File: src/rtl/baud_tick_gen.sv
// Baud-rate tick generator for a UART.
// Produces an oversampled sample tick, a bit-rate tick and a bit-centre tick
// from clk_i. The divisor comes from elaboration-time presets or from a
// loadable custom register. Any divisor change, a low enable or a reset
// restarts the bit cleanly, so no partial bit period is ever emitted.
module baud_tick_gen #(
   parameter int CLK_HZ     = 50_000_000,
   parameter int OVERSAMPLE = 16,
   parameter int DIV_W      = 16
) (
   input  logic             clk_i,
   input  logic             rst_n_i,
   input  logic             enable_i,
   input  logic [1:0]       baud_sel_i,
   input  logic [DIV_W-1:0] custom_div_i,
   input  logic             custom_load_i,
   output logic             sample_tick_o,
   output logic             bit_tick_o,
   output logic             mid_tick_o,
   output logic [DIV_W-1:0] div_active_o
);

   localparam int OS_W = (OVERSAMPLE > 1) ? $clog2(OVERSAMPLE) : 1;

   function automatic int round_div(input int num, input int den);
      return (num + den / 2) / den;
   endfunction

   localparam logic [DIV_W-1:0] DIV_2400   = DIV_W'(round_div(CLK_HZ, 2400 * OVERSAMPLE));
   localparam logic [DIV_W-1:0] DIV_4800   = DIV_W'(round_div(CLK_HZ, 4800 * OVERSAMPLE));
   localparam logic [DIV_W-1:0] DIV_9600   = DIV_W'(round_div(CLK_HZ, 9600 * OVERSAMPLE));
   localparam logic [DIV_W-1:0] CUSTOM_MIN = DIV_W'(2);
   localparam logic [OS_W-1:0]  OS_LAST    = OS_W'(OVERSAMPLE - 1);
   localparam logic [OS_W-1:0]  OS_MID     = OS_W'(OVERSAMPLE / 2 - 1);

   logic [DIV_W-1:0] custom_q, custom_d;
   logic [DIV_W-1:0] div_active_q, div_active_d;
   logic [DIV_W-1:0] smp_cnt_q, smp_cnt_d;
   logic [OS_W-1:0]  os_cnt_q, os_cnt_d;
   logic [1:0]       baud_sel_q;
   logic             run_q;
   logic             sample_tick_q, sample_tick_d;
   logic             bit_tick_q, bit_tick_d;
   logic             mid_tick_q, mid_tick_d;
   logic             div_change;
   logic             clear;
   logic [DIV_W-1:0] div_last;

   // Custom divisor capture; 0 and 1 cannot produce a tick pattern, so clamp to 2.
   always_comb begin
      custom_d = custom_q;
      if (custom_load_i) begin
         custom_d = (custom_div_i < CUSTOM_MIN) ? CUSTOM_MIN : custom_div_i;
      end
   end

   // Divisor selection; custom path uses the value being captured this cycle.
   always_comb begin
      case (baud_sel_i)
         2'b00:   div_active_d = DIV_2400;
         2'b01:   div_active_d = DIV_4800;
         2'b10:   div_active_d = DIV_9600;
         default: div_active_d = custom_d;
      endcase
   end

   // Restart conditions: divisor change, enable low, or first cycle after
   // enable/reset release (run_q low), so every restart spans a full period.
   assign div_change = (baud_sel_i != baud_sel_q) ||
                       (custom_load_i && (baud_sel_i == 2'b11));
   assign clear      = div_change || !enable_i || !run_q;
   assign div_last   = div_active_q - DIV_W'(1);

   // Counter and tick next-state; ticks are high while the sample counter sits at div-1.
   always_comb begin
      smp_cnt_d     = smp_cnt_q;
      os_cnt_d      = os_cnt_q;
      sample_tick_d = 1'b0;
      bit_tick_d    = 1'b0;
      mid_tick_d    = 1'b0;
      if (clear) begin
         smp_cnt_d = '0;
         os_cnt_d  = '0;
      end else begin
         if (smp_cnt_q == div_last) begin
            smp_cnt_d = '0;
         end else begin
            smp_cnt_d = smp_cnt_q + DIV_W'(1);
         end
         if (smp_cnt_d == div_last) begin
            sample_tick_d = 1'b1;
            bit_tick_d    = (os_cnt_q == OS_LAST);
            mid_tick_d    = (os_cnt_q == OS_MID);
            os_cnt_d      = (os_cnt_q == OS_LAST) ? '0 : os_cnt_q + OS_W'(1);
         end
      end
   end

   // State registers.
   always_ff @(posedge clk_i or negedge rst_n_i) begin
      if (!rst_n_i) begin
         custom_q      <= CUSTOM_MIN;
         div_active_q  <= DIV_2400;
         smp_cnt_q     <= '0;
         os_cnt_q      <= '0;
         baud_sel_q    <= 2'b00;
         run_q         <= 1'b0;
         sample_tick_q <= 1'b0;
         bit_tick_q    <= 1'b0;
         mid_tick_q    <= 1'b0;
      end else begin
         custom_q      <= custom_d;
         div_active_q  <= div_active_d;
         smp_cnt_q     <= smp_cnt_d;
         os_cnt_q      <= os_cnt_d;
         baud_sel_q    <= baud_sel_i;
         run_q         <= enable_i;
         sample_tick_q <= sample_tick_d;
         bit_tick_q    <= bit_tick_d;
         mid_tick_q    <= mid_tick_d;
      end
   end

   assign sample_tick_o = sample_tick_q;
   assign bit_tick_o    = bit_tick_q;
   assign mid_tick_o    = mid_tick_q;
   assign div_active_o  = div_active_q;

endmodule

File: config.mk
export PLATFORM = sky130hd
export DESIGN_NAME = baud_tick_gen
export DESIGN_NICKNAME = d
export VERILOG_FILES = /design/src/rtl/baud_tick_gen.sv
export SDC_FILE = /design/constraint.sdc
export NUM_CORES = 1
export LEC_CHECK = 0
export BUFFER_PORTS_ARGS = -buffer_cell sky130_fd_sc_hd__buf_2
export CORE_MARGIN = 4
export CORE_UTILIZATION = 30
export DETAILED_ROUTE_END_ITERATION = 10
export PLACE_DENSITY = 0.43
export SETUP_SLACK_MARGIN = 0.15
export SLEW_MARGIN = 20
export SYNTH_ARGS = -nofsm -noshare
export SYNTH_HDL_FRONTEND = slang
export SYNTH_SLANG_ARGS = --single-unit
export TNS_END_PERCENT = 20
File: constraint.sdc
create_clock -name clk_i -period 6.15 [get_ports clk_i]
set_clock_uncertainty 0.2 [all_clocks]
set_input_delay 0.3075 -clock clk_i [delete_from_list [all_inputs] [get_ports clk_i]]
set_output_delay 0.3075 -clock clk_i [all_outputs]
set_load 0.05 [all_outputs]
* Word level (Yosys, flattened, before mapping)
Cells that the tools add are included.
** Word-level totals
- Flip-flop bits (word level) :: 58
- Input bits :: 22
** Operators by class
- $add $sub $neg :: 3
- Magnitude comparators :: 1
- Equal/unequal tests :: 8
- Multiplexer cells :: 15
- Reduce and logical (&&, ||, !) cells :: 8
** Operators with widths (count)
- $mux 16 :: 5
- $pmux 16 s3 :: 1
- $eq 16x16->1 :: 2
- $add 16x1->16 const B :: 1
- $lt 16x2->1 const B :: 1
- $sub 16x1->16 const B :: 1
- $mux 4 :: 3
- $mux 1 :: 6
- $add 4x1->4 const B :: 1
- $eq 2x2->1 const B :: 2
- $eq 4x3->1 const B :: 1
- $eq 4x4->1 const B :: 1
- $logic_or 1x1->1 :: 3
- $eq 2x1->1 const B :: 1
- $logic_not 1->1 :: 2
- $logic_not 2->1 :: 1
- $ne 2x2->1 :: 1
- $reduce_bool 2->1 :: 1
- $logic_and 1x1->1 :: 1

* Logic depth before layout (Yosys ltp)
- Word-level depth :: 9
- Mapped depth :: 14
- Mapped depth without buffers :: 12

* Least setup slack after synthesis
OpenSTA, ideal clock, no wires.
- Kind :: reg2reg
- Start :: register div_active_q[0], in the netlist div_active_o[0]
- End :: register os_cnt_q[2]
- Data arrival time :: 3.732 ns
- Required time :: 5.822 ns
- Setup slack :: 2.091 ns
- Cell stages (with the launch flop) :: 15
- Buffers on the path :: 2
- Period minus slack after synthesis :: 4.059 ns
- Cell sequence :: dfrtp_1 > inv_1 > ha_1 > or3b_1 > buf_2 > o41ai_1 > nand2_1 > a211oi_1 > and4_4 > buf_6 > a21oi_1 > o32ai_1 > nand3_1 > nor4_2 > mux2_1
** On the way
- Longest elaborated chain between the ends :: 6
** RTL lines
- from (decl) :: RTL line 37 : logic [DIV_W-1:0] div_active_q, div_active_d;
- from (signal assigned) :: RTL line 113 : div_active_q <= div_active_d;
- $sub 16x1->16 (*) :: RTL line 72 : assign div_last = div_active_q - DIV_W'(1);
- $eq 16x16->1 :: RTL line 85 : if (smp_cnt_q == div_last) begin
- $mux 16 :: RTL line 85
- $mux 16 :: RTL line 81 : if (clear) begin
- $eq 16x16->1 (*) :: RTL line 90 : if (smp_cnt_d == div_last) begin
- $reduce_bool 2->1 (no line) (*)
- to (signal assigned) :: RTL line 115 : os_cnt_q <= os_cnt_d;
- to (decl) :: RTL line 39 : logic [OS_W-1:0] os_cnt_q, os_cnt_d;
Mark *: on every way between the ends. The rest lies on a longest branch, timed or not. The select of a mux whose other input is x is not followed.
A chain may end at the register's enable or synchronous reset.

* Worst setup path in the final report
Ends and elaborated chain as after synthesis.

==> summary.txt <==
Global routing
  • Vias in the first global route: 3559
  • First-pass GRT wire length: 20100 um
  • Gr ovfl total: 0
  • GRT Total Usage: 17.6%
  • Largest net degree at the start of global routing: 59
  • Initial antenna violation count: 0

Setup path
  • CP Capture Type: register
  • Crit path largest cell delay: 750 ps
  • FF-to-FF Start: div_active_o[0]
  • Maximum fanout along the worst path: 9
  • Worst path slowest cell: a2111oi_0
  • Cell family with most CP delay: simple AND/OR/NAND/NOR gates
  • Worst Setup EP: os_cnt_q[2]
  • Kind of critical path: reg -> reg
  • Critical Path Start Type: register
  • Reg2reg setup slack: 1640 ps
  • Worst R2R Path Depth: 11
  • Worst path buffer plus inverter count: 1
  • Crit path cell chain: inv_1, ha_1, nor3b_1, nand2_1, a2111oi_0, and4_4, a22oi_1, o32ai_1, nand3_1, nor4_2, mux2_1
  • Reg2reg end: os_cnt_q[2]
  • Levels on crit path: 11
  • Critical Path RT: 6160 ps
  • Crit path launch: div_active_o[0]
  • Worst path arrival time: 4520 ps

Clock network
  • Clk root buf: clkbuf_16
  • TritonCTS clock tree: yes
  • H-tree level count: 3
  • Clk_lat worst skew: 340 ps
  • Clock buffer depth: 2
  • Post_cts resized: 0
  • CTS Sinks: 58
  • Cts bufs inserted: 9
  • CTS clk-pin slew, worst paths: 60 ps

Synthesis
  • Area leader, netlist: dfrtp_1
  • Avg Inst Size Synth: 9.06 um^2
  • Mapped Area: 3980 um^2
  • Post-synthesis sequential area ratio: 36.7%
  • Number of synthesized flops with an enable pin: 0
  • Syn Nets: 464
  • Synth top area share: 32.7%
  • Synth Warn #: 0
  • Top_reg_cell synth: dfrtp_1
  • Async set-reset flop share out of synthesis: 100%
  • Cells after synthesis: 439
  • Synth unique cells: 70
  • Flops & latches, synth: 58
  • Synth top area cells: dfrtp_1 (33%), xnor2_1 (6.8%), dfstp_2 (4.0%), mux2_2 (4.0%), xor2_1 (3.7%)

Routing
  • Detailed Routing Iterations Pass 1: 5
  • Via count: 3532
  • ANT nets after route: 0
  • WL per Instance: 19.2 um
  • Via density: 5.44
  • Total Wirelength: 12500 um
  • DR DRC count: 0
  • DRT iter0 DRCs: 207

Final layout
  • Commonest non-fill, non-tap cell in the layout: dfrtp_1
  • Final Util: 36.4%
  • Layout cell share with drive strength beyond 1: 18.9%
  • Fill cells: 1338
  • Layout Nets: 497
  • Area grow syn2layout: 17.0%
  • N_diodes: 0
  • Most frequent cells in the layout: dfrtp_1 (52), buf_2 (40), nor2_1 (38)

Timing
  • Final worst slack: 1640 ps
  • Fmax: 222 MHz
  • Setup TNS Final: 0 ps
  • Final slew viol count: 0
  • Fin crit period: 4510 ps
  • Worst Tran Pin Value: 758 ps
  • RSZ-0062 raised after global routing: no
  • Final hold vios: 0
  • Period utilization: 73.3%
  • Relative slew margins: 48.2%
  • Final setup fails: 0

Floorplanning
  • Die Span Y: 123 um
  • Total core area: 12800 um^2
  • Initial Util: 31.1%
  • Die area: 15200 um^2
  • Io pins: 41
  • Cell Rows: 41
  • Die Span X: 123 um

Power and ir drop
  • Sw frac: 27.7%
  • Pleak: 0.00186 uW
  • Reg power frac: 37.0%
  • Sw Pwr: 321 uW
  • P_int: 839 uW
  • Clock power frac: 48.5%
  • Combinational share of power: 14.5%
  • Power Density: 249 nW/um^2
  • VDD IR-drop max: 154 uV

Status
  • Status: complete, no violations

Placement
  • Placer Congestion: 0.869
  • DP Worst Slack: 1710 ps
  • IO buf count: 40
  • DP Wirelength: 9400 um

Flow run
  • Max_cap viols: 0

Worst hold path
  • Hold Crit Class: in -> reg
## kinds of logic (layout without fill, tap and decap cells)
kind of cell	Yosys count	after routing	synth area share [%]
mux	15	15	4.25
fa+ha+maj	3	3	0.944
compound gates	83	83	15.2
xor+xnor	49	49	11.1
buf+inv	38	76	4.44
flops	58	58	36.7
simple gates	193	193	27.4
## state kept, by name (all words and copies together), names as in the netlist
name / count
div_active_o: 16
os_cnt_q: 4
custom_q: 16
mid_tick_o: 1
baud_sel_q: 2
smp_cnt_q: 16
sample_tick_o: 1
bit_tick_o: 1
run_q: 1
## per-layer routing
metal  routed length (um)  up-vias  track usage, %
li1                     -     1681               -
met1                 5900     1734            24.5
met2                 5720       99            26.7
met3                  616       18            4.03
met4                  221        0            6.71
met5                    0        -               0
## how the worst min path moves through the flow
stage,startpoint,to,slack (ps),cells after the start
after floorplan,rst_n_i,baud_sel_q[0],-190,0
after global placement,enable_i,run_q,240,1
after detailed placement,enable_i,run_q,240,1
after CTS,baud_sel_i[1],baud_sel_q[1],4,1
after global routing,baud_sel_i[1],baud_sel_q[1],7,1
final,baud_sel_i[1],baud_sel_q[1],20,1
## power groups by stage
stage / clock network [uW] / logic (uW) / registers (uW)
floorplan: 0 / 106 / 443
global placement: 0 / 168 / 435
detailed placement: 0 / 167 / 436
CTS: 575 / 170 / 429
global route: 596 / 184 / 433
finish: 563 / 168 / 429
## cell usage after synthesis (4+ instances only)
cell type	instances
dfrtp_1	52
nor2_1	38
nand2_1	34
xnor2_1	31
nand3_1	21
xor2_1	17
a21oi_1	15
inv_1	15
clkbuf_1	14
mux2_2	14
nor4_1	14
nand4_1	11
nor3_1	11
nor2b_1	9
o21ai_0	9
and3_1	8
a31oi_1	7
and2_1	7
or3_1	7
dfstp_2	6
o211ai_1	5
buf_6	4
o31ai_1	4
## final cells by class
cell class / instances / area, um^2 / area share [%]
clock buffers: 12 / 256 / 5.52
clock inverters: 4 / 75.1 / 1.61
inverters: 15 / 56.3 / 1.21
multi-input cells: 343 / 2340 / 50.3
flip-flops and latches: 58 / 1460 / 31.4
well taps: 172 / 215 / 4.63
repair buffers: 45 / 248 / 5.33
## repair_timing
action	4_1_cts	5_1_grt
hold buffers	4	0
buffers inserted	0	0
hold endpoints to repair	55	0
## stage by stage
stage                     area (um^2)  power, uW  hold WS (ps)  cells
after CTS                        4650       1170          4.00    649
after floorplan                  3980        549          -188    439
after detailed placement         4280        602           235    629
final                            4650       1160          17.0    649
after global placement           4280        603           235    629
after global routing             4650       1210          6.59    649
Note: power is estimated with default switching activity, not from simulation.
